==> config.mk <==
export PLATFORM = sky130hd
export DESIGN_NAME = if_id_skid_reg
export DESIGN_NICKNAME = d
export VERILOG_FILES = /design/src/rtl/if_id_skid_reg.sv
export SDC_FILE = /design/constraint.sdc
export NUM_CORES = 1
export LEC_CHECK = 0
export ABC_AREA = 1
export CAP_MARGIN = 5
export CORE_MARGIN = 4
export CORE_UTILIZATION = 45
export CTS_CLUSTER_SIZE = 30
export DETAILED_ROUTE_END_ITERATION = 8
export PLACE_DENSITY = 0.89
export SYNTH_ARGS = -nofsm -noshare
export SYNTH_HDL_FRONTEND = slang
export SYNTH_SLANG_ARGS = --single-unit
export TNS_END_PERCENT = 100
==> constraint.sdc <==
create_clock -name clock -period 5.72 [get_ports clock]
set_input_delay 0.858 -clock clock [delete_from_list [all_inputs] [get_ports clock]]
set_output_delay 0.858 -clock clock [all_outputs]
set_load 0.01 [all_outputs]
==> src/rtl/if_id_skid_reg.sv <==
// ============================================================================
// Module   : if_id_skid_reg
// Purpose  : Elastic IF/ID pipeline register with a main and a skid entry,
//            valid/ready handshake on both sides, and a flush that injects a
//            bubble instruction. Optional perf counters: IF_ID_PERF_CNT_EN.
// Revision : 1.0  initial release
// ============================================================================
`default_nettype none

module if_id_skid_reg #(
  parameter int                ADDR_W   = 64,
  parameter int                INST_W   = 32,
  parameter logic [INST_W-1:0] NOP_INST = 32'h0000_0013,
  parameter int                CNT_W    = 32
) (
  input  logic              clock,
  input  logic              reset,
  input  logic              flush,
  input  logic              in_valid,
  output logic              in_ready,
  input  logic [ADDR_W-1:0] in_pc,
  input  logic [INST_W-1:0] in_inst,
  output logic              out_valid,
  input  logic              out_ready,
  output logic [ADDR_W-1:0] out_pc,
  output logic [INST_W-1:0] out_inst,
  output logic [CNT_W-1:0]  stall_cnt,
  output logic [CNT_W-1:0]  flush_cnt
);

  logic              r_m_valid;
  logic [ADDR_W-1:0] r_m_pc;
  logic [INST_W-1:0] r_m_inst;
  logic              r_s_valid;
  logic [ADDR_W-1:0] r_s_pc;
  logic [INST_W-1:0] r_s_inst;

  logic w_in_xfer;
  logic w_m_free;

  // in_ready depends only on registered skid state, never on out_ready.
  assign in_ready  = !r_s_valid && !reset;
  assign w_in_xfer = in_valid && in_ready;
  assign w_m_free  = !r_m_valid || out_ready;

  assign out_valid = r_m_valid;
  assign out_pc    = r_m_pc;
  assign out_inst  = r_m_inst;

  always_ff @(posedge clock or posedge reset) begin
    if (reset) begin
      r_m_valid <= 1'b0;
      r_m_pc    <= '0;
      r_m_inst  <= NOP_INST;
      r_s_valid <= 1'b0;
      r_s_pc    <= '0;
      r_s_inst  <= '0;
    end else if (flush) begin
      r_m_valid <= 1'b0;
      r_s_valid <= 1'b0;
      r_m_pc    <= '0;
      r_m_inst  <= NOP_INST;
    end else if (w_m_free) begin
      if (r_s_valid) begin
        r_m_valid <= 1'b1;
        r_m_pc    <= r_s_pc;
        r_m_inst  <= r_s_inst;
        r_s_valid <= 1'b0;
      end else if (w_in_xfer) begin
        r_m_valid <= 1'b1;
        r_m_pc    <= in_pc;
        r_m_inst  <= in_inst;
      end else begin
        // Data holds its last value; only the valid bit drops.
        r_m_valid <= 1'b0;
      end
    end else if (w_in_xfer) begin
      r_s_valid <= 1'b1;
      r_s_pc    <= in_pc;
      r_s_inst  <= in_inst;
    end
  end

`ifdef IF_ID_PERF_CNT_EN
  localparam logic [CNT_W-1:0] c_one = {{(CNT_W-1){1'b0}}, 1'b1};

  logic [CNT_W-1:0] r_stall_cnt;
  logic [CNT_W-1:0] r_flush_cnt;
  logic             w_stall_inc;
  logic             w_flush_inc;

  assign w_stall_inc = r_m_valid && !out_ready && !flush;
  assign w_flush_inc = flush && (r_m_valid || r_s_valid);

  // Both counters saturate at all-ones.
  always_ff @(posedge clock or posedge reset) begin
    if (reset) begin
      r_stall_cnt <= '0;
      r_flush_cnt <= '0;
    end else begin
      if (w_stall_inc && (r_stall_cnt != '1)) begin
        r_stall_cnt <= r_stall_cnt + c_one;
      end
      if (w_flush_inc && (r_flush_cnt != '1)) begin
        r_flush_cnt <= r_flush_cnt + c_one;
      end
    end
  end

  assign stall_cnt = r_stall_cnt;
  assign flush_cnt = r_flush_cnt;
`else
  assign stall_cnt = '0;
  assign flush_cnt = '0;
`endif

endmodule

`default_nettype wire

== Yosys cells after proc, flatten, opt, wreduce, memory -nomap -nowiden ==
Cells that the tools add are included.
Storage, ports and cells
  logic and storage cells: 34
  latch bits: 0
  bits in writable memories: 0
  flip-flop bits (word level): 194
  ROM bits: 0
  memories kept: 0
Cells by class
  shift operators: 0
  muxes and demuxes: 15
  bitwise logic cells: 2
  div/mod/pow operators: 0
  order comparisons: 0
  add/subtract/negate cells: 0
  eq/ne operators: 0
  $mul: 0
  reductions and logical operators: 11
Operators with widths (count)
  $mux W64: 4
  $mux W32: 4
  $mux W1: 7
  $reduce_bool A3 Y1: 2
  $logic_not A1 Y1: 3
  $reduce_and A3 Y1: 1
  $logic_and A1 B1 Y1: 2
  $not A1 Y1: 2
  $reduce_and A2 Y1: 1
  $reduce_bool A2 Y1: 1
  $logic_or A1 B1 Y1: 1

== Longest topological paths before layout ==
Gate-level depths: netlist of the first run.
  depth after elaboration: 7
  mapped depth: 9
  mapped depth without buffers: 6

== Least setup slack after synthesis of the first run ==
Ideal clock, no wire load.
  path kind: input port to flip-flop
  start: input port flush
  end: register r_s_inst[31]
  data arrival time: 1.732 ns
  buffers on the path: 3
  setup slack: 3.867 ns
  required time: 5.599 ns
  stages: 7
  cell sequence: buf_2 > nor2_2 > nand2_4 > nor2_8 > buf_6 > buf_4 > o21ai_1
Between the ends
  word-level cells in the longest chain between the ends: 2
Ends and longest elaborated chain
  start, declared: RTL line 18  | input logic flush,
  $not A1 Y1 (no line)
  $reduce_and A3 Y1 (no line)
  end signal, assigned: RTL line 80  | r_s_inst <= in_inst;
  end, declared: RTL line 36  | logic [INST_W-1:0] r_s_inst;
No other way between the ends.
A chain may end at the register's enable or synchronous reset.

== Final worst setup path of the first run ==
  start: input port out_ready
  end: register r_m_pc[16] (netlist: out_pc[16])
Between the ends
  word-level cells in the longest chain between the ends: 3
Ends and longest elaborated chain
  start, declared: RTL line 24  | input logic out_ready,
  $logic_or A1 B1 Y1: RTL line 44  | assign w_m_free = !r_m_valid || out_ready;
  $reduce_bool A2 Y1 (no line)
  $reduce_and A2 Y1 (no line)
  end signal, assigned: RTL line 66  | r_m_pc <= r_s_pc;
  end signal, assigned: RTL line 71  | r_m_pc <= in_pc;
  end, declared: RTL line 32  | logic [ADDR_W-1:0] r_m_pc;
No other way between the ends.

==> impl_metrics.prom, run 1 <==
# TYPE chip_impl_metric gauge
chip_impl_info{name="status",value="completed"} 1
chip_impl_metric{name="globalRouteMet2Util",unit="%"} 34.8
chip_impl_metric{name="grt_pass1_wl",unit="microns"} 42100
chip_impl_metric{name="postRouteAntennaNets",unit=""} 0
chip_impl_metric{name="synthMuxAreaShare",unit="%"} 0
chip_impl_info{name="timing.critical_path.to_type",value="flop"} 1
chip_impl_metric{name="crit_path_max_incr_delay",unit="ns"} 0.89
chip_impl_info{name="dominant_combinational_cell_family_by_area_after_synthesis",value="simple AND/OR/NAND/NOR gates"} 1
chip_impl_metric{name="clock.fmax",unit="GHz"} 0.296
chip_impl_metric{name="yosys.area_share.xor_xnor",unit="%"} 0
chip_impl_metric{name="worst_hold_path.num_cells",unit=""} 2
chip_impl_metric{name="grt_util_met1",unit="%"} 26.6
chip_impl_metric{name="dpl_worst_slack",unit="ns"} 1.94
chip_impl_metric{name="route.vias.total",unit=""} 8858
chip_impl_metric{name="worstSkewPairLatency",unit="ns"} 0.42
chip_impl_metric{name="cts.reportedPaths.clkPinSlew",unit="ns"} 0.07
chip_impl_metric{name="routed_wire_length_per_instance",unit="microns"} 14.0
chip_impl_metric{name="grt_pass1_vias",unit=""} 8671
chip_impl_metric{name="floorplan.initialDensity",unit="%"} 46.1
chip_impl_metric{name="setup_slack_reg_to_reg",unit="ns"} 2.71
chip_impl_metric{name="worst_slew_margin_rel",unit="%"} 21.5
chip_impl_metric{name="slew_viol_final",unit=""} 0
chip_impl_metric{name="leakage",unit="nW"} 6.75
chip_impl_info{name="final_cell_mix",value="nand2_1, clkdlybuf4s50_1, dfrtp_1"} 1
chip_impl_metric{name="timing.final.ws_setup",unit="ns"} 2.34
chip_impl_metric{name="clock_tree.buffer_depth",unit=""} 2
chip_impl_info{name="grt_setup_unrepaired",value="no"} 1
chip_impl_metric{name="worst_ir_drop_vdd",unit="mV"} 0.165
chip_impl_metric{name="antenna_found_initial",unit=""} 1
chip_impl_metric{name="ctsHtreeMaxLevel",unit=""} 4
chip_impl_metric{name="cts_resized",unit=""} 0
chip_impl_metric{name="hold_buffers",unit=""} 0
chip_impl_info{name="cts_tree",value="done"} 1
chip_impl_metric{name="remaining_drcs",unit=""} 0
chip_impl_metric{name="numPortBuffers",unit=""} 198
chip_impl_metric{name="share_of_cells_above_drive_strength_1",unit="%"} 3.40
chip_impl_metric{name="final_period_minus_worst_setup_slack",unit="ns"} 3.38
chip_impl_metric{name="design.die.area",unit="sq mm"} 0.0250
chip_impl_metric{name="drt_first_iter_violations",unit=""} 528
chip_impl_metric{name="crit_path_max_fanout",unit=""} 102
chip_impl_metric{name="power",unit="mW"} 3.64
chip_impl_metric{name="synth-compound-area-share",unit="%"} 4.79
chip_impl_info{name="top_usage_layer",value="met2"} 1
chip_impl_metric{name="cts.repair_timing.setup_buffer_count",unit=""} 0
chip_impl_info{name="hold_class",value="reg -> reg"} 1
chip_impl_info{name="cp_launch_type",value="primary input"} 1
chip_impl_metric{name="core.rowCount",unit=""} 54
chip_impl_metric{name="synthAdderAreaFrac",unit="%"} 0
chip_impl_metric{name="worst-endpoint-required",unit="ns"} 6.02
chip_impl_metric{name="tritoncts_num_sinks",unit=""} 194
chip_impl_metric{name="number_of_max_cap_violations",unit=""} 0
chip_impl_metric{name="slew_at_the_pin_with_the_worst_max_slew_slack",unit="ns"} 1.18
chip_impl_metric{name="comb_power_share",unit="%"} 19.6
chip_impl_info{name="crit_path_cell_trace",value="clkdlybuf4s50_1, nor2_2, nand2_4, buf_4, nand2_4, nand2_1, nand2_1"} 1
chip_impl_metric{name="detail_route.wirelength",unit="microns"} 25800
chip_impl_metric{name="area_growth_syn_to_layout",unit="%"} 22.5
chip_impl_metric{name="power_density",unit="mW/mm^2"} 294
chip_impl_metric{name="fin_nets",unit=""} 1649
chip_impl_metric{name="antennaDiodeCount",unit=""} 0
chip_impl_metric{name="report.final.setup_viol",unit=""} 0
chip_impl_metric{name="power.share.clock",unit="%"} 33.7
chip_impl_metric{name="syn_inst",unit=""} 1407
chip_impl_metric{name="mappedNetlistArea",unit="sq mm"} 0.0101
chip_impl_metric{name="ff_latch_area",unit="sq mm"} 0.00486
chip_impl_metric{name="switching_share",unit="%"} 28.7
chip_impl_metric{name="internal_power",unit="mW"} 2.60
chip_impl_metric{name="largest_net_degree_at_the_start_of_global_routing",unit=""} 195
chip_impl_metric{name="share_seq_of_total_power",unit="%"} 46.7
chip_impl_metric{name="setup-tns-final",unit="ns"} 0
chip_impl_info{name="critPathSlowestCell",value="buf_4"} 1
chip_impl_metric{name="synth_seq_cells",unit=""} 194
chip_impl_metric{name="grtUsageMet3",unit="%"} 3.80
chip_impl_metric{name="ios",unit=""} 263
chip_impl_metric{name="overflow",unit=""} 0
chip_impl_metric{name="yosysWarnings",unit=""} 0
chip_impl_metric{name="post-dp-hpwl",unit="microns"} 15800
chip_impl_metric{name="finClkSkew",unit="ns"} 0.0141
chip_impl_metric{name="globalplace.congestion",unit=""} 0.809
chip_impl_metric{name="chipHeight",unit="microns"} 158
chip_impl_metric{name="number_of_standard_cells_in_the_layout_taps_in_and_fillers_out",unit=""} 1841
chip_impl_metric{name="core_area",unit="sq mm"} 0.0220
chip_impl_metric{name="dieWidth",unit="microns"} 158
chip_impl_metric{name="dpl_cell_area",unit="sq mm"} 0.0118
chip_impl_metric{name="synth_cell_types",unit=""} 21
chip_impl_metric{name="worst-endpoint-arrival",unit="ns"} 3.68
chip_impl_metric{name="layout.core_utilization",unit="%"} 56.5
chip_impl_metric{name="layout.cell_area.non_filler",unit="sq mm"} 0.0124
chip_impl_info{name="final_common_cell",value="nand2_1"} 1
chip_impl_metric{name="layout.filler_cells",unit=""} 1951
chip_impl_metric{name="placed_cells_incl_taps",unit=""} 1809
chip_impl_metric{name="r2r_cells",unit=""} 6
chip_impl_metric{name="global_route.usage.total",unit="%"} 20.6
chip_impl_metric{name="power.net_switching",unit="mW"} 1.05
chip_impl_metric{name="fin_worst_hold_slack",unit="ns"} 0.469
chip_impl_metric{name="layout_worst_path_cycle_share",unit="%"} 59.1
chip_impl_metric{name="tritoncts.num_buffers",unit=""} 17
chip_impl_metric{name="vias_per_cell",unit=""} 4.81
chip_impl_info{name="timing_worst_setup_path_type",value="in -> reg"} 1
chip_impl_metric{name="multiInputGateArea",unit="sq mm"} 0.00383
chip_impl_metric{name="post_synth_and_or_nand_nor_area_fraction",unit="%"} 30.6
chip_impl_info{name="clk_root_buffer_cell",value="clkbuf_16"} 1
chip_impl_metric{name="finalHoldViolCount",unit=""} 0
chip_impl_metric{name="avg_synthesized_cell_area",unit="sq um"} 7.20
chip_impl_metric{name="firstDrtPassIters",unit=""} 4
chip_impl_metric{name="synth_seq_area_share",unit="%"} 48.0
## synth_stat cells
| cell | n | area [sq um] |
|---|---|---|
| nor2_1 | 94 | 353 |
| conb_1 | 1 | 3.75 |
| buf_2 | 36 | 180 |
| nand2_2 | 1 | 6.26 |
| nor2_4 | 1 | 11.3 |
| nor2_2 | 1 | 6.26 |
| o21ai_1 | 79 | 395 |
| nand2_4 | 3 | 33.8 |
| o21ai_0 | 17 | 85.1 |
| dfstp_2 | 3 | 78.8 |
| inv_2 | 1 | 3.75 |
| inv_1 | 188 | 706 |
| dfrtp_1 | 191 | 4780 |
| clkbuf_1 | 25 | 93.8 |
| buf_6 | 15 | 169 |
| buf_1 | 2 | 7.51 |
| nand3_1 | 99 | 495 |
| nand2_1 | 579 | 2170 |
| nor2_8 | 1 | 20.0 |
| buf_4 | 69 | 518 |
| a21oi_1 | 1 | 5.00 |
## state kept, by name, summed over array words and instances (netlist names)
register / count
out_pc: 64
out_inst: 32
r_s_inst: 32
out_valid: 1
r_s_pc: 64
r_s_valid: 1
## layer usage
layer | wire length (microns) | part of all wire [%]
met2 | 12500 | 49
met1 | 11200 | 43
met5 | 13 | 0.050
met3 | 1410 | 5.4
met4 | 686 | 2.7
## power by group through the flow
stage	logic, mW	registers [mW]	clock network, mW
floorplan	0.418	1.74	0
global placement	0.685	1.72	0
detailed placement	0.714	1.72	0
CTS	0.720	1.70	1.26
global route	0.810	1.72	1.31
finish	0.714	1.70	1.23
## path summary, 6_finish.rpt
kind,startpoint,endpoint
hold reg to reg,out_inst[1]$_DFFE_PP1P_,out_inst[1]$_DFFE_PP1P_
min in group asynchronous,reset,out_pc[17]$_DFFE_PP0P_
setup reg to reg,r_s_valid$_DFFE_PP0P_,out_inst[28]$_DFFE_PP0P_
setup / recovery,out_ready,out_pc[16]$_DFFE_PP0P_
hold / removal,out_inst[1]$_DFFE_PP1P_,out_inst[1]$_DFFE_PP1P_
max in group asynchronous,reset,r_s_valid$_DFFE_PP0P_
## critical path: cells and delay by family
family        cells  cell delay [ns]
buf+inv           2             1.36
simple gates      5             1.41
## cell families after synthesis
kind of cell,count (synthesis)
and+or+nand+nor,779
AOI/OAI and AO/OA,97
other,1
buffers and inverters,336
DFF,194
## final cells by class
class                      count  area share [%]
sequential                   194            39.2
tap                          280            2.82
inverter                     189            5.76
multi-input combinational    940            30.9
clock buffer                  19            3.57
timing repair buffer         206            16.5
clock inverter                13            1.21
No activity file was read; power rests on OpenSTA's default activity.
==> run 2, diff against run 1 <==
==> constraint.sdc (replaced) <==
create_clock -name clock -period 3.1 [get_ports clock]
set_input_delay 0.465 -clock clock [delete_from_list [all_inputs] [get_ports clock]]
set_output_delay 0.465 -clock clock [all_outputs]
set_load 0.01 [all_outputs]
==> run 2 against run 1 <==
  * Register-to-register slack got worse by 1.9 ns
  * Worst setup slack got worse by 1.5 ns
  * Wire length grew 1.4%
  * Flip-flop and latch count did not move
  * Non-clock buffer count grew 7
  * Via count is 0.45% higher
  * Die area stayed put
  * Global-route usage up 0.49 points
  * First-iteration DRC count is 8.0% lower
  * Sequential power is 85% higher
  * Largest cell class unchanged
  * Largest power group unchanged
==> impl_metrics.prom, run 2 (same netlist as run 1, synthesis figures left out) <==
# TYPE chip_impl_metric gauge
chip_impl_metric{name="report.final.setup_viol",unit=""} 0
chip_impl_metric{name="crit_path_max_fanout",unit=""} 37
chip_impl_metric{name="post-dp-hpwl",unit="microns"} 16800
chip_impl_metric{name="dieWidth",unit="microns"} 158
chip_impl_metric{name="antenna_found_initial",unit=""} 1
chip_impl_metric{name="clock.fmax",unit="GHz"} 0.434
chip_impl_metric{name="worst-endpoint-required",unit="ns"} 2.63
chip_impl_info{name="timing.critical_path.to_type",value="primary output"} 1
chip_impl_info{name="crit_path_cell_trace",value="nor2_4, clkdlybuf4s50_1"} 1
chip_impl_info{name="hold_class",value="reg -> reg"} 1
chip_impl_metric{name="overflow",unit=""} 0
chip_impl_metric{name="antennaDiodeCount",unit=""} 0
chip_impl_info{name="timing_worst_setup_path_type",value="reg -> out"} 1
chip_impl_metric{name="layout.filler_cells",unit=""} 1913
chip_impl_metric{name="cts.reportedPaths.clkPinSlew",unit="ns"} 0.07
chip_impl_metric{name="floorplan.initialDensity",unit="%"} 46.1
chip_impl_metric{name="setup-tns-final",unit="ns"} 0
chip_impl_metric{name="setup_slack_reg_to_reg",unit="ns"} 0.86
chip_impl_metric{name="leakage",unit="nW"} 6.83
chip_impl_metric{name="area_growth_syn_to_layout",unit="%"} 24.0
chip_impl_metric{name="grt_pass1_vias",unit=""} 8827
chip_impl_metric{name="number_of_max_cap_violations",unit=""} 0
chip_impl_info{name="final_cell_mix",value="nand2_1, clkdlybuf4s50_1, dfrtp_1"} 1
chip_impl_metric{name="slew_at_the_pin_with_the_worst_max_slew_slack",unit="ns"} 0.709
chip_impl_metric{name="worst-endpoint-arrival",unit="ns"} 1.84
chip_impl_metric{name="worst_slew_margin_rel",unit="%"} 52.7
chip_impl_metric{name="worstSkewPairLatency",unit="ns"} 0.43
chip_impl_metric{name="firstDrtPassIters",unit=""} 5
chip_impl_metric{name="placed_cells_incl_taps",unit=""} 1816
chip_impl_info{name="status",value="completed"} 1
chip_impl_metric{name="layout_worst_path_cycle_share",unit="%"} 74.4
chip_impl_metric{name="remaining_drcs",unit=""} 0
chip_impl_metric{name="tritoncts_num_sinks",unit=""} 194
chip_impl_metric{name="ff_latch_area",unit="sq mm"} 0.00486
chip_impl_metric{name="worst_hold_path.num_cells",unit=""} 2
chip_impl_metric{name="clock_tree.buffer_depth",unit=""} 2
chip_impl_metric{name="largest_net_degree_at_the_start_of_global_routing",unit=""} 102
chip_impl_info{name="reg2reg_from",value="r_s_valid$_DFFE_PP0P_"} 1
chip_impl_info{name="min-delay-start",value="out_inst[4]$_DFFE_PP1P_"} 1
chip_impl_metric{name="design.die.area",unit="sq mm"} 0.0250
chip_impl_metric{name="worst_ir_drop_vdd",unit="mV"} 0.257
chip_impl_metric{name="globalplace.congestion",unit=""} 0.787
chip_impl_metric{name="chipHeight",unit="microns"} 158
chip_impl_info{name="clk_root_buffer_cell",value="clkbuf_16"} 1
chip_impl_metric{name="grt_pass1_wl",unit="microns"} 42800
chip_impl_metric{name="detail_route.wirelength",unit="microns"} 26200
chip_impl_metric{name="share_of_cells_above_drive_strength_1",unit="%"} 3.83
chip_impl_metric{name="multiInputGateArea",unit="sq mm"} 0.00383
chip_impl_metric{name="drt_first_iter_violations",unit=""} 486
chip_impl_metric{name="slew_viol_final",unit=""} 0
chip_impl_metric{name="power_density",unit="mW/mm^2"} 535
chip_impl_info{name="worst_hold_path.endpoint",value="out_inst[4]$_DFFE_PP1P_"} 1
chip_impl_metric{name="numPortBuffers",unit=""} 198
chip_impl_metric{name="core_area",unit="sq mm"} 0.0220
chip_impl_info{name="r2r_end",value="out_inst[24]$_DFFE_PP0P_"} 1
chip_impl_info{name="cts_tree",value="done"} 1
chip_impl_metric{name="cts_resized",unit=""} 0
chip_impl_metric{name="crit_path_max_incr_delay",unit="ns"} 0.67
chip_impl_metric{name="ctsHtreeMaxLevel",unit=""} 4
chip_impl_metric{name="fin_nets",unit=""} 1656
chip_impl_metric{name="routed_wire_length_per_instance",unit="microns"} 14.2
chip_impl_metric{name="route.vias.total",unit=""} 8898
chip_impl_info{name="cp_launch_type",value="flop"} 1
chip_impl_metric{name="finClkSkew",unit="ns"} 0.0149
chip_impl_metric{name="hold_buffers",unit=""} 0
chip_impl_metric{name="postRouteAntennaNets",unit=""} 0
chip_impl_metric{name="r2r_cells",unit=""} 7
chip_impl_info{name="final_common_cell",value="nand2_1"} 1
chip_impl_metric{name="finalHoldViolCount",unit=""} 0
chip_impl_metric{name="global_route.usage.total",unit="%"} 21.1
chip_impl_metric{name="vias_per_cell",unit=""} 4.81
chip_impl_metric{name="ios",unit=""} 263
chip_impl_metric{name="core.rowCount",unit=""} 54
chip_impl_metric{name="tritoncts.num_buffers",unit=""} 17
chip_impl_metric{name="final_period_minus_worst_setup_slack",unit="ns"} 2.31
chip_impl_info{name="grt_setup_unrepaired",value="no"} 1
chip_impl_metric{name="cts.repair_timing.setup_buffer_count",unit=""} 0
chip_impl_info{name="critPathSlowestCell",value="dfrtp_4"} 1
chip_impl_metric{name="number_of_standard_cells_in_the_layout_taps_in_and_fillers_out",unit=""} 1848
==> run 2: changes by cell type in the layout (fill, tap and decap cells not counted), sizes merged <==
cell	change
buf	+7
clkinv	+3
clkinvlp	-5
clkbuf	+2
==> run 2: per-layer routing <==
layer / part of all wire [%] / track usage, % / vias to the layer above
met5: 0.042 / 0 / -
met4: 2.8 / 8.61 / 2
met3: 6.5 / 4.26 / 47
met2: 49 / 35.8 / 327
met1: 41 / 26.5 / 4163
li1: - / - / 4359
==> run 2: worst max-delay path, delay by kind of cell, from the launching register on <==
family	cells	cell delay (ns)
buffers and inverters	1	0.55
AND/OR/NAND/NOR	1	0.20
flip-flops	1	0.67
==> run 2: layout make-up <==
cell class              instances  area share, %
flip-flops and latches        194           38.7
multi-input cells             940           30.5
repair buffers                213           17.6
inverters                     189           5.69
clock buffers                  21           3.75
well taps                     280           2.79
clock inverters                11          0.987
==> run 2: report_power, final <==
group | total (mW) | switching, mW | internal, mW
sequential | 3.14 | 0.167 | 2.97
clock | 2.25 | 0.989 | 1.26
combinational | 1.33 | 0.732 | 0.600
==> run 2: how the worst max path moves through the flow <==
stage,slack (ns),end,startpoint,depth (start not counted)
final,0.79,in_ready,r_s_valid$_DFFE_PP0P_,2
after global routing,0.70,out_inst[30]$_DFFE_PP0P_,r_s_valid$_DFFE_PP0P_,7
after CTS,0.77,in_ready,r_s_valid$_DFFE_PP0P_,2
after detailed placement,0.82,out_inst[28]$_DFFE_PP0P_,reset,7
after global placement,0.85,out_inst[28]$_DFFE_PP0P_,reset,7
after floorplan,0.13,out_inst[10]$_DFFE_PP0P_,reset,1
==> run 2: per-stage QoR <==
stage	setup WS (ns)	hold slack [ns]	area (sq um)	power, mW	utilization [%]
after floorplan	0.133	0.466	10400	3.98	-
after global placement	0.851	0.456	12000	4.45	54.5
after detailed placement	0.820	0.461	12000	4.52	54.5
after CTS	0.766	0.479	12600	6.78	57.2
after global routing	0.703	0.498	12600	7.10	57.2
final	0.794	0.472	12600	6.72	57.2
==> run 3, diff against run 2 <==
==> constraint.sdc (replaced) <==
create_clock -name clock -period 1.9 [get_ports clock]
set_input_delay 0.285 -clock clock [delete_from_list [all_inputs] [get_ports clock]]
set_output_delay 0.285 -clock clock [all_outputs]
set_load 0.01 [all_outputs]
==> run 3 against run 2 <==
  * Non-clock buffer count rose by 11
  * Clock skew decreased by 0.0046 ns
  * Die area unchanged
  * Largest cell class unchanged
==> impl_metrics.prom, run 3 (same netlist as run 1, synthesis figures left out) <==
# TYPE chip_impl_metric gauge
chip_impl_metric{name="power.net_switching",unit="mW"} 3.19
chip_impl_metric{name="worst_ir_drop_vdd",unit="mV"} 0.550
chip_impl_metric{name="grt_pass1_wl",unit="microns"} 43400
chip_impl_metric{name="layout.filler_cells",unit=""} 1919
chip_impl_metric{name="ios",unit=""} 263
chip_impl_metric{name="leakage",unit="nW"} 6.88
chip_impl_metric{name="route.vias.total",unit=""} 9011
chip_impl_metric{name="share_seq_of_total_power",unit="%"} 47.3
chip_impl_info{name="critPathSlowestCell",value="clkdlybuf4s50_1"} 1
chip_impl_metric{name="post-dp-hpwl",unit="microns"} 17700
chip_impl_metric{name="globalplace.congestion",unit=""} 0.780
chip_impl_metric{name="finClkSkew",unit="ns"} 0.0102
chip_impl_metric{name="number_of_max_cap_violations",unit=""} 0
chip_impl_metric{name="worst-endpoint-required",unit="ns"} 1.62
chip_impl_metric{name="power_density",unit="mW/mm^2"} 852
chip_impl_metric{name="ctsHtreeMaxLevel",unit=""} 4
chip_impl_metric{name="firstDrtPassIters",unit=""} 6
chip_impl_info{name="cts_tree",value="done"} 1
chip_impl_metric{name="core.rowCount",unit=""} 54
chip_impl_metric{name="comb_power_share",unit="%"} 20.5
chip_impl_metric{name="design.die.area",unit="sq mm"} 0.0250
chip_impl_metric{name="vias_per_cell",unit=""} 4.84
chip_impl_metric{name="drt_first_iter_violations",unit=""} 615
chip_impl_info{name="clk_root_buffer_cell",value="clkbuf_16"} 1
chip_impl_metric{name="multiInputGateArea",unit="sq mm"} 0.00383
chip_impl_info{name="crit_family",value="buffers and inverters"} 1
chip_impl_metric{name="routed_wire_length_per_instance",unit="microns"} 14.3
chip_impl_metric{name="core_area",unit="sq mm"} 0.0220
chip_impl_info{name="reg2reg_from",value="r_s_valid$_DFFE_PP0P_"} 1
chip_impl_metric{name="clock_tree.buffer_depth",unit=""} 2
chip_impl_metric{name="detail_route.wirelength",unit="microns"} 26700
chip_impl_metric{name="setup_slack_reg_to_reg",unit="ns"} 0.16
chip_impl_metric{name="crit_path_max_fanout",unit=""} 2
chip_impl_metric{name="clock.fmax",unit="GHz"} 0.552
chip_impl_metric{name="floorplan.initialDensity",unit="%"} 46.1
chip_impl_metric{name="fin_nets",unit=""} 1667
chip_impl_metric{name="internal_power",unit="mW"} 7.60
chip_impl_metric{name="remaining_drcs",unit=""} 0
chip_impl_metric{name="ff_latch_area",unit="sq mm"} 0.00486
chip_impl_metric{name="crit_path_max_incr_delay",unit="ns"} 0.57
chip_impl_metric{name="switching_share",unit="%"} 29.6
chip_impl_info{name="hold_class",value="in -> async"} 1
chip_impl_metric{name="fin_worst_hold_slack",unit="ns"} 0.275
chip_impl_metric{name="global_route.usage.total",unit="%"} 21.5
chip_impl_metric{name="setup-tns-final",unit="ns"} 0
chip_impl_metric{name="layout.cell_area.non_filler",unit="sq mm"} 0.0127
chip_impl_metric{name="worstSkewPairLatency",unit="ns"} 0.43
chip_impl_info{name="timing.critical_path.to_type",value="primary output"} 1
chip_impl_info{name="crit_path_cell_trace",value="clkdlybuf4s50_1"} 1
chip_impl_metric{name="tritoncts_num_sinks",unit=""} 194
chip_impl_info{name="timing_worst_setup_path_type",value="reg -> out"} 1
chip_impl_metric{name="numPortBuffers",unit=""} 198
chip_impl_metric{name="grt_pass1_vias",unit=""} 8901
chip_impl_info{name="cp_launch_type",value="flop"} 1
chip_impl_metric{name="largest_net_degree_at_the_start_of_global_routing",unit=""} 74
chip_impl_info{name="final_cell_mix",value="nand2_1, clkdlybuf4s50_1, dfrtp_1"} 1
chip_impl_info{name="status",value="completed"} 1
chip_impl_metric{name="worst-path-buf-inv",unit=""} 1
chip_impl_metric{name="power.share.clock",unit="%"} 32.1
chip_impl_metric{name="report.final.setup_viol",unit=""} 0
chip_impl_metric{name="worst_slew_margin_rel",unit="%"} 42.7
chip_impl_metric{name="tritoncts.num_buffers",unit=""} 17
chip_impl_info{name="crit_path_start",value="out_inst[1]$_DFFE_PP1P_"} 1
chip_impl_metric{name="slew_at_the_pin_with_the_worst_max_slew_slack",unit="ns"} 0.859
chip_impl_metric{name="worst-endpoint-arrival",unit="ns"} 1.53
chip_impl_metric{name="layout_worst_path_cycle_share",unit="%"} 95.4
chip_impl_metric{name="area_growth_syn_to_layout",unit="%"} 25.1
chip_impl_info{name="grt_setup_unrepaired",value="no"} 1
chip_impl_metric{name="dieWidth",unit="microns"} 158
chip_impl_info{name="final_common_cell",value="nand2_1"} 1
chip_impl_metric{name="chipHeight",unit="microns"} 158
chip_impl_metric{name="postRouteAntennaNets",unit=""} 0
chip_impl_metric{name="cts.reportedPaths.clkPinSlew",unit="ns"} 0.07
chip_impl_metric{name="dpl_cell_area",unit="sq mm"} 0.0121
chip_impl_metric{name="slew_viol_final",unit=""} 0
chip_impl_metric{name="overflow",unit=""} 0
chip_impl_metric{name="layout.core_utilization",unit="%"} 57.7
chip_impl_metric{name="finalHoldViolCount",unit=""} 0
chip_impl_metric{name="share_of_cells_above_drive_strength_1",unit="%"} 4.56
chip_impl_metric{name="final_period_minus_worst_setup_slack",unit="ns"} 1.81
chip_impl_metric{name="antenna_found_initial",unit=""} 3
[run 3: repair_timing]
item | 4_1_cts | 5_1_grt
buffers inserted | 2 | 0
resized for setup | 1 | 0
setup endpoints to repair | 1 | 0
hold buffers | 0 | 0
[run 3: area by class of cell]
type | count | area share [%]
multi-input cells | 940 | 30.2
inverters | 189 | 5.64
repair buffers | 224 | 18.5
clock buffers | 18 | 3.47
diodes | 1 | 0.0198
well taps | 280 | 2.77
clock inverters | 14 | 0.968
flip-flops and latches | 194 | 38.4
[run 3: worst paths after layout]
check                      cells after the start                      end
max                                            1              out_inst[1]
min reg2reg                                    2  out_inst[4]$_DFFE_PP1P_
min                                            2   out_pc[60]$_DFFE_PP0P_
max in group asynchronous                      3  out_inst[4]$_DFFE_PP1P_
min in group clock                             5  r_s_inst[4]$_DFFE_PP0P_
max reg2reg                                    8   out_pc[47]$_DFFE_PP0P_
[run 3: metal layers]
layer  up-vias  routed length, microns  track usage, %
met4         4                     622            7.23
met2       336                   13300            36.8
met5         -                      26               0
met3        45                    1840            4.51
met1      4245                   10800            27.2
li1       4381                       -               -
[run 3: stage by stage]
step,worst slack (ns),instances,power [mW]
after CTS,0.0619,1859,10.9
after global routing,0.0441,1860,11.4
after floorplan,-0.887,1470,6.49
after global placement,0.0862,1825,7.28
after detailed placement,0.0426,1825,7.41
final,0.0869,1860,10.8
[run 3: power groups by stage]
| stage | clock (mW) | sequential, mW | combinational, mW |
|---|---|---|---|
| after CTS | 3.55 | 5.11 | 2.24 |
| after global routing | 3.75 | 5.18 | 2.50 |
| final | 3.47 | 5.11 | 2.22 |
| after detailed placement | 0 | 5.19 | 2.22 |
| after global placement | 0 | 5.16 | 2.13 |
| after floorplan | 0 | 5.23 | 1.26 |
[run 3: worst reg2reg max path: stages, from the launching register on]
cell	delay [ns]
dfrtp_4	0.44
buf_4	0.22
clkinv_2	0.28
buf_12	0.29
nand2_1	0.12
nand2_1	0.06
nor2_1	0.10
nand3_1	0.10
nand2_1	0.08
